File: src/rtl/fifo_pkg.sv
// Shared widths and FSM state encoding for the FIFO word unpacker.
// Used by fifo_unpacker and any block that talks to the same FIFO.
package fifo_pkg;

   localparam int WORD_W = 288;
   localparam int BEAT_W = 72;
   localparam int BEATS  = 4;

   typedef logic [1:0] state_t;

   localparam state_t IDLE = 2'd0;
   localparam state_t WAIT = 2'd1;
   localparam state_t SEND = 2'd2;

endpackage

File: src/rtl/fifo_par_gen.sv
// Even parity over one output beat, forced low when no beat is valid.
// Instantiated by fifo_unpacker only under FIFO_UNPACKER_PARITY_EN.
module fifo_par_gen #(
   parameter int W = 72
) (
   input  logic [W-1:0] data,
   input  logic         valid,
   output logic         par
);

   assign par = valid & (^data);

endmodule

File: src/rtl/fifo_unpacker.sv
// Reads WORD_W words from a FIFO and emits them as BEATS beats, LSB first.
// Optional out_par output is enabled by defining FIFO_UNPACKER_PARITY_EN.
module fifo_unpacker
   import fifo_pkg::*;
#(
   parameter int WORD_W = fifo_pkg::WORD_W,
   parameter int BEAT_W = fifo_pkg::BEAT_W,
   parameter int BEATS  = fifo_pkg::BEATS
) (
   input  logic              clk,
   input  logic              rst_n,
   input  logic              fifo_empty,
   output logic              read_en,
   input  logic [WORD_W-1:0] read_dt,
   output logic              out_valid,
   input  logic              out_ready,
   output logic [BEAT_W-1:0] out_data,
   output logic              out_last
`ifdef FIFO_UNPACKER_PARITY_EN
   ,
   output logic              out_par
`endif
);

   localparam int IDX_W = (BEATS > 1) ? $clog2(BEATS) : 1;
   localparam logic [IDX_W-1:0] LAST_IDX = IDX_W'(BEATS - 1);

   state_t            state;
   logic [IDX_W-1:0]  idx;
   logic [WORD_W-1:0] hold;
   logic              run_q;
   logic              last_xfer;

   assign out_valid = (state == SEND);
   assign out_last  = out_valid && (idx == LAST_IDX);
   assign out_data  = out_valid ? hold[idx*BEAT_W +: BEAT_W] : '0;
   assign last_xfer = out_last && out_ready;

   // run_q keeps read_en low while reset is held with a non-empty FIFO
   assign read_en = run_q && !fifo_empty &&
                    ((state == IDLE) || last_xfer);

   always_ff @(posedge clk or negedge rst_n) begin
      if (!rst_n) begin
         run_q <= 1'b0;
         state <= IDLE;
         idx   <= '0;
         hold  <= '0;
      end else begin
         run_q <= 1'b1;
         unique case (state)
            IDLE: begin
               if (read_en) state <= WAIT;
            end
            WAIT: begin
               hold  <= read_dt;
               idx   <= '0;
               state <= SEND;
            end
            SEND: begin
               if (out_ready) begin
                  if (out_last) state <= read_en ? WAIT : IDLE;
                  else          idx   <= idx + 1'b1;
               end
            end
            default: state <= IDLE;
         endcase
      end
   end

`ifdef FIFO_UNPACKER_PARITY_EN
   fifo_par_gen #(
      .W(BEAT_W)
   ) u_par (
      .data (out_data),
      .valid(out_valid),
      .par  (out_par)
   );
`endif

endmodule

File: config.mk
export PLATFORM = sky130hd
export DESIGN_NAME = fifo_unpacker
export DESIGN_NICKNAME = d
export VERILOG_FILES = /design/src/rtl/fifo_pkg.sv /design/src/rtl/fifo_par_gen.sv /design/src/rtl/fifo_unpacker.sv
export SDC_FILE = /design/constraint.sdc
export NUM_CORES = 1
export LEC_CHECK = 0
export ABC_AREA = 1
export CORE_MARGIN = 2
export CORE_UTILIZATION = 50
export CTS_CLUSTER_SIZE = 8
export DETAILED_ROUTE_END_ITERATION = 8
export DONT_BUFFER_PORTS = 1
export PLACE_DENSITY = 0.63
export SETUP_SLACK_MARGIN = 0.15
export SYNTH_ARGS = -nofsm -noshare
export SYNTH_HDL_FRONTEND = slang
export SYNTH_SLANG_ARGS = --single-unit
File: constraint.sdc
create_clock -name clk -period 2.1 [get_ports clk]
set_clock_uncertainty 0.2 [all_clocks]
set_input_delay 0.63 -clock clk [delete_from_list [all_inputs] [get_ports clk]]
set_output_delay 0.63 -clock clk [all_outputs]
set_load 0.01 [all_outputs]
# ---- Word-level counts from Yosys, hierarchy flattened
# Cells that the tools add are included.
dict set report classes {
  n_addsub 1
  mul 1
  div_mod_pow 0
  magnitude_cmp 0
  n_eq_ne 7
  n_shift 1
  muxes 9
  bitwise_logic 0
  reduce_logical 10
}
# op count
set op_table {}
lappend op_table {{288-bit by 10-bit indexed part select with 72-bit output} 1}
lappend op_table {{72-bit two-way mux} 1}
lappend op_table {{2-bit two-way mux} 5}
lappend op_table {{2-bit by 4-bit multiplier with 6-bit output (second input constant)} 1}
lappend op_table {{2-bit one-hot mux with 3 select lines} 1}
lappend op_table {{3-bit AND reduction} 2}
lappend op_table {{2-bit == test (second input constant)} 2}
lappend op_table {{1-bit logical AND} 4}
lappend op_table {{2-bit by 1-bit inequality test with 1-bit output (second input constant)} 2}
lappend op_table {{2-bit inequality test (second input constant)} 2}
lappend op_table {{2-bit one-hot mux with 2 select lines} 1}
lappend op_table {{2-bit by 1-bit adder with 2-bit output (second input constant)} 1}
lappend op_table {{2-bit by 1-bit == test with 1-bit output (second input constant)} 1}
lappend op_table {{2-bit zero test} 1}
lappend op_table {{2-bit nonzero test} 1}
lappend op_table {{1-bit zero test} 1}
lappend op_table {{1-bit logical OR} 1}
lappend op_table {{1-bit two-way mux} 1}
dict set report word_totals {
  regBits 293
  latch_bits 0
  mem_bits_rw 0
  mem_bits_ro 0
  input_bits 292
  output_inout_bits 75
  wordCells 33
  mem_count 0
}

# ---- Logic depth before layout (Yosys ltp)
dict set report depth {
  word_depth 9
  ltp_mapped 7
  depth_no_buf 6
}

# ---- Worst setup path before layout
# Ideal clock, no wire load.
dict set report synth_path {
  path_kind {register -> output}
  start {reg idx[0]}
  end {out out_data[12]}
  arrival_time_ns 1.212
  required_time_ns 1.270
  path_slack_ns 0.058
  path_stages_with_launch 7
  path_buffers 3
  cell_sequence {dfrtp_1 > buf_2 > buf_2 > buf_2 > nand2_1 > nand3_1 > a21oi_1}
}
dict set report synth_via {
  elab_chain_len 3
}
# item line
set synth_rtl {}
lappend synth_rtl {{start, declared} fifo_unpacker.sv:29} ;# logic [IDX_W-1:0] idx;
lappend synth_rtl {{start signal, assigned} fifo_unpacker.sv:63} ;# else idx <= idx + 1'b1;
lappend synth_rtl {{2-bit by 4-bit multiplier with 6-bit output} fifo_unpacker.sv:36} ;# assign out_data = out_valid ? hold[idx*BEAT_W +: BEAT_W] : '0;
lappend synth_rtl {{288-bit by 10-bit indexed part select with 72-bit output} fifo_unpacker.sv:36}
lappend synth_rtl {{72-bit two-way mux} fifo_unpacker.sv:36}
lappend synth_rtl {{end, declared} fifo_unpacker.sv:17} ;# output logic [BEAT_W-1:0] out_data,
# Every way passes these cells.

# ---- Final worst setup path
dict set report layout_path {
  start {reg idx[0]}
  end {out out_data[40]}
}
# The elaborated chain is that of the path after synthesis.

==> metrics list <==
* Status: finished with violations
- The final reports fail on negative hold slack, negative setup slack.
* Cell taking the most area after synthesis: sky130_fd_sc_hd__dfrtp_1
* Final slew viol count: 0
* Upper clock frequency limit: 375 MHz
- The floorplan has 60 rows.
* Shortest period the worst path allows: about 2.7 ns
* Leading cell type in the layout, fill and taps excluded: sky130_fd_sc_hd__a21oi_1
- GRT Util Overall: roughly 25%
* Io pins: 367
* Layout cells sized above 1: 14.1%
- Post-route cell area: approximately 16000 µm²
- Total number of yosys warnings: 0
- The cell area that synthesis handed to floorplanning was 13800 µm².
- The critical path is of the flop to output pin type.
- The detail route stage leaves a number of antenna-violating nets equal to 0.
- In the layout the commonest cells are sky130_fd_sc_hd__a21oi_1, sky130_fd_sc_hd__inv_1, sky130_fd_sc_hd__dfrtp_1.
- The critical path ends at out_data[40].
* Post-synth top area share: 53.2%
- Total chip power: 26.9 mW
- Number of global-route vias before repair: between 10k and 15k
- Mean instance size in the synthesized netlist: ~7.6 µm²
- Gate count of the mapped netlist: 1806
- Static Leak: 8.51 nW
- By area the synthesized netlist is led by sky130_fd_sc_hd__dfrtp_1, sky130_fd_sc_hd__a21oi_1, sky130_fd_sc_hd__nand2_1.
- Setup repair after global routing could not meet its margin everywhere.
* Placed wire-length estimate after detailed placement: 24300 µm
* Class of the tightest hold or removal check: input pin to asynchronous set/reset pin
- Worst setup EP type: output pin
- The tree built by TritonCTS fans out to 293 sinks.
- No sink is reached through more buffers than the 3 on the longest clock path.
- Max-capacitance violation count: 0
* Number of flip-flops and latches in the synthesized netlist: 293
* Reg clk slew, reported paths: 0.05 ns
* Clock Latency Late Sink: between 0.5 and 0.6 ns
* Placement-stage worst setup slack: -0.0499 ns
* Violation count after the first detailed-routing iteration: 719
- Ratio of total power to cell area: 1630 nW/µm²
- The worst register-to-register path begins at state[1].
* DR pass1 iterations: 5
* Per-cell routed wire length: 17.3 µm
- Starting density of the core: 51.0%
- CP max FO: 60
- Summed over all layers, the global routing overflow is 0.
* Vias after detailed routing: 11.5k
* Capture instance of the worst register-to-register path: hold[177]
* Clock tree root buffer cell: sky130_fd_sc_hd__clkbuf_16
* Peak VDD IR: about 860 µV
- Port buffering added 0 buffers.
* Number of antenna violations at the first check in global routing: 0
- After detailed routing, the number of remaining DRC violations is 0.
* Total setup violations reported at the end of the flow: 76
- Final cell utilization of the core: 61.0%
* Worst setup slack after layout: -0.567 ns
* Maximum number of pins on one net before global-route repair: 294
- Distinct cell type count after synthesis: 16
- Clock tree from TritonCTS: yes
- Total die area: 28900 µm²
- Final net count: 2132
- Hold WS: -0.390 ns
- After the flow finishes, the layout carries non-filler instances totaling between 2k and 2.5k.
- The congestion estimate from routability-driven global placement came to 0.855.
- H-Tree Level Count: 2
- Summed over all layers, the routed wires come to 37700 µm.
* Die height: 170 µm
- Count of placed standard cells including taps: roughly 2.1k
- Hold violation count in the final report: 293
- STA classifies the critical path startpoint as a flop.
* Final clock period utilization by the worst path: 127%
- Required time at the worst-slack endpoint: around 1.3 ns
- Number of vias per cell after detailed routing: ~5.3
* Register-to-Register Path Depth: 9
- Once placement finished, the instance area stood at 14700 µm².
- Worst R2R Setup Slack: -0.01 ns
- 0 antenna diodes ended up in the layout.
- Synthesized net count: about 2.1k
- In this run, CTS created clock tree buffers numbering between 40 and 50.
* Data arrival at the endpoint of the critical path: roughly 1.8 ns
- The first global-routing pass estimated 58300 µm of wire.
- From synthesis to final layout, the design area changed by 19.6%.
- Sequential cells were found to cover 53.2% of the synthesized design area.
- In this run the standard cell core region covers 27000 µm².
- The die is ~170 µm wide.
* Critical path origin: idx[0]
## state kept, by name (all words and copies together) (netlist names)
name   flops
run_q      1
idx        2
hold     288
state      2
## kinds of logic (layout without fill, tap and decap cells)
| kind of cell | after synthesis | in the layout | synth area share (%) |
|---|---|---|---|
| flops | 293 | 293 | 53.2 |
| fa+ha+maj | 1 | 1 | 0.0907 |
| simple gates | 737 | 737 | 21.4 |
| other cells | 1 | 1 | 0.0272 |
| buf+inv | 412 | 448 | 12.1 |
| compound gates | 362 | 362 | 13.2 |
## through the flow
step / hold slack, ns / setup TNS [ns]
after floorplan: 0.134 / 0
after global placement: 0.142 / -0.423
after detailed placement: 0.142 / -0.510
after CTS: -0.406 / -38.79
after global routing: -0.411 / -44.36
final: -0.390 / -37.12
## where the power goes
part	switching (mW)	leakage, nW	total, mW	internal [mW]
Combinational	7.31	4.72	11.9	4.60
Clock	2.28	0.541	5.86	3.58
Sequential	0.733	3.25	9.13	8.40
## worst max-delay path, cell delays in order (launching register included)
cell and delay [ns]:
sky130_fd_sc_hd__dfrtp_4 0.55, sky130_fd_sc_hd__buf_12 0.22, sky130_fd_sc_hd__nand2_1 0.12, sky130_fd_sc_hd__nand3_1 0.08, sky130_fd_sc_hd__a21oi_1 0.15, sky130_fd_sc_hd__buf_4 0.16
## Yosys cell counts
master / n
sky130_fd_sc_hd__buf_2: 76
sky130_fd_sc_hd__buf_6: 2
sky130_fd_sc_hd__a211oi_1: 2
sky130_fd_sc_hd__a21oi_1: 360
sky130_fd_sc_hd__ha_1: 1
sky130_fd_sc_hd__dfrtp_1: 293
sky130_fd_sc_hd__nor2_1: 291
sky130_fd_sc_hd__buf_4: 3
sky130_fd_sc_hd__nand2_1: 298
sky130_fd_sc_hd__nand2_2: 1
sky130_fd_sc_hd__nand3_1: 147
sky130_fd_sc_hd__clkbuf_1: 26
sky130_fd_sc_hd__inv_2: 3
sky130_fd_sc_hd__buf_1: 11
sky130_fd_sc_hd__inv_1: 291
sky130_fd_sc_hd__conb_1: 1
## metal layers
layer  wire (µm)  GRT usage, %  vias up
met4        1240          9.14        0
li1            -             -     5621
met1       15600          32.4     5475
met2       17800          41.3      361
met3        3070          7.21       73
met5           0             0        -
## how the worst min path moves through the flow
stage               startpoint        end  slack (ns)
finish                   rst_n  hold[159]       -0.39
global placement         rst_n   hold[15]        0.14
global route             rst_n   hold[15]       -0.41
CTS                      rst_n   hold[15]       -0.41
detailed placement       rst_n   hold[15]        0.14
floorplan                rst_n    hold[0]        0.13
## area by class of cell
| type | count | area [µm²] |
|---|---|---|
| timing repair buffer | 107 | 1230 |
| fill | 2457 | 10500 |
| tap | 341 | 427 |
| clock inverter | 2 | 13.8 |
| inverter | 294 | 1120 |
| multi-input combinational | 1101 | 5270 |
| sequential | 293 | 7340 |
| clock buffer | 45 | 1080 |
## what timing repair did
item | 4_1_cts | 5_1_grt
setup endpoints to repair | 75 | 353
gates resized for setup | 85 | 47
setup buffers | 6 | 0
hold endpoints to repair | 293 | 293
gates cloned | 3 | 2
pin swaps | 8 | 19
No activity file was read; power rests on OpenSTA's default activity.
==> edit (same settings) <==
Add a define of `FIFO_UNPACKER_PARITY_EN`.
--- a/src/rtl/fifo_unpacker.sv
+++ b/src/rtl/fifo_unpacker.sv
@@ -1,5 +1,7 @@
 // Reads WORD_W words from a FIFO and emits them as BEATS beats, LSB first.
 // Optional out_par output is enabled by defining FIFO_UNPACKER_PARITY_EN.
+`define FIFO_UNPACKER_PARITY_EN
+
 module fifo_unpacker
    import fifo_pkg::*;
 #(
Behaviour (old outputs only; new: out_par): same outputs for any inputs over 4 cycles, from zero or initial values and one cycle with rst_n low; that may be too few to reach the edited logic, so the function may still have changed.
==> edit against the unedited design <==
  * Register-to-register slack gained 0.03 ns
  * Via count up 14%
  * The run still ends with hold timing, setup timing left
  * Largest cell class is now multi-input combinational cells
  * Setup slack got worse by 1.3 ns
  * Critical endpoint is now out_par
  * Sequential cell count is the same
  * Routed wire length increased by 26%
  * Area after synthesis increased by 12%
  * Final area rose by 28%
  * Sequential share of layout area fell by 9.8 points
Power is not compared: it rests on default switching activity, and its combinational part moved more than twofold at a synthesized area within 25%.
==> edit: results <==
set metrics [dict create \
    slowest_delay_ns 0.51 \
    leakage_nw 10.14 \
    dp_hpwl_mm 30.23 \
    grt.met3_usage_pct 6.564 \
    clk-insertion-delay-late_ns 0.56 \
    synthTopCellsByArea "sky130_fd_sc_hd__dfrtp_1 48%, sky130_fd_sc_hd__mux2_2 19%, sky130_fd_sc_hd__nand2_1 16%, sky130_fd_sc_hd__nand3_1 5.9%, sky130_fd_sc_hd__inv_1 2.3%" \
    postLayoutSetupSlackWorst_ns -1.852 \
    number_of_global_route_vias_before_repair 13520 \
    net_count_of_the_finished_layout 2286 \
    netlist_instances 1780 \
    grt.total_usage_pct 27.84 \
    finalWeightedCongestion 0.8384 \
    yosys-top-cells-count "674 x sky130_fd_sc_hd__nand2_1, 293 x sky130_fd_sc_hd__dfrtp_1, 261 x sky130_fd_sc_hd__mux2_2" \
    hold-worst-slack_ns -0.4148 \
    violations "hold timing, setup timing" \
    antenna_violations_before_repair 10 \
    grt_max_degree 294 \
    wirelength_per_cell_um 19.73 \
    timing.critical_path.max_delay_family "simple AND/OR/NAND/NOR gates" \
    hold_viol 293 \
    yosysSeqAreaShare_pct 47.52 \
    setup_viol_count_final 76 \
    grt_first_pass_wirelength_mm 71.66 \
    critical_path_maximum_fanout 7 \
    place_area_mm2 0.01748 \
    status "finished with violations" \
    grtUsageMet1_pct 34.54 \
    critPathArrivalTime_ns 3.12 \
    post_layout_nonfiller_instances 2405 \
    routed-via-count 13180 \
    setup-tns-final_ns -65.23 \
    vdd_drop_max_mv 1.125 \
    global_route.usage.met2_pct 46.94 \
    initialDrtViolationCount 761 \
    drive_gt1_share_pct 46.67 \
    synth_cell_types 28 \
    synthesis.nets 2073 \
]
-- edit: changes by cell type after synthesis, sizes merged, moves of 12 or more --
| cell | change |
|---|---|
| nand2 | +375 |
| a21oi | -320 |
| mux2 | +261 |
| nor2 | -203 |
| inv | -194 |
| buf | -35 |
| nand3 | +34 |
| o21ai | +23 |
| clkbuf | +12 |
-- edit: routing by layer --
metal  vias to the layer above  wire [um]
li1                       6191          -
met4                         0       1827
met1                      6457      18790
met5                         -          0
met2                       425      23660
met3                       106       3161
-- edit: final timing paths --
check                             from        end  slack, ns  cells past startpoint
hold reg to reg               hold[29]   hold[29]       0.30                      1
setup / recovery                idx[0]    out_par      -1.85                     24
hold / removal                   rst_n  hold[268]      -0.41                      0
max in group asynchronous        rst_n     idx[0]       1.18                      0
setup reg to reg                idx[0]     idx[1]       0.02                     10
min in group clk           read_dt[18]   hold[18]       0.02                      1
-- edit: logic make-up after synthesis --
logic type | synth area share, %
other | 0.02431
multiplexers | 19.05
AND/OR/NAND/NOR | 24.53
buffers and inverters | 5.620
AO/OA/AOI/OAI | 2.603
adder cells (fa/ha/maj) | 0.08108
XOR/XNOR | 0.5677
flip-flops | 47.52
-- edit: area by class of cell --
cell class,instances,area [um^2]
sequential,293,7337
inverter,100,432.9
multi-input combinational,1292,8776
fill,2227,9397
timing repair buffer,263,2904
clock buffer,45,1084
antenna,12,30.03
timing repair inverter,1,16.27
tap,396,495.5
clock inverter,3,37.54
-- edit: stage by stage --
stage | hold WS (ns) | worst slack, ns | util, %
after floorplan | 0.1344 | -0.7722 | -
after global placement | 0.1422 | -1.294 | 57.29
after detailed placement | 0.1426 | -1.307 | 57.29
after CTS | -0.4464 | -1.770 | 65.63
after global routing | -0.4324 | -2.003 | 69.18
final | -0.4148 | -1.852 | 69.20
-- edit: repair_timing --
| item | 4_1_cts | 5_1_grt |
|---|---|---|
| setup endpoints to repair | 77 | 79 |
| endpoints found under the hold margin | 303 | 293 |
| resized for setup | 244 | 215 |
| cloned | 10 | 4 |
| buffers inserted | 20 | 17 |
| pin swaps | 46 | 90 |
-- edit: power breakdown --
group / leakage, nW / internal [mW] / switching [mW]
clock: 0.550 / 3.60 / 2.42
sequential: 3.40 / 8.55 / 1.63
combinational: 6.19 / 11.4 / 13.8
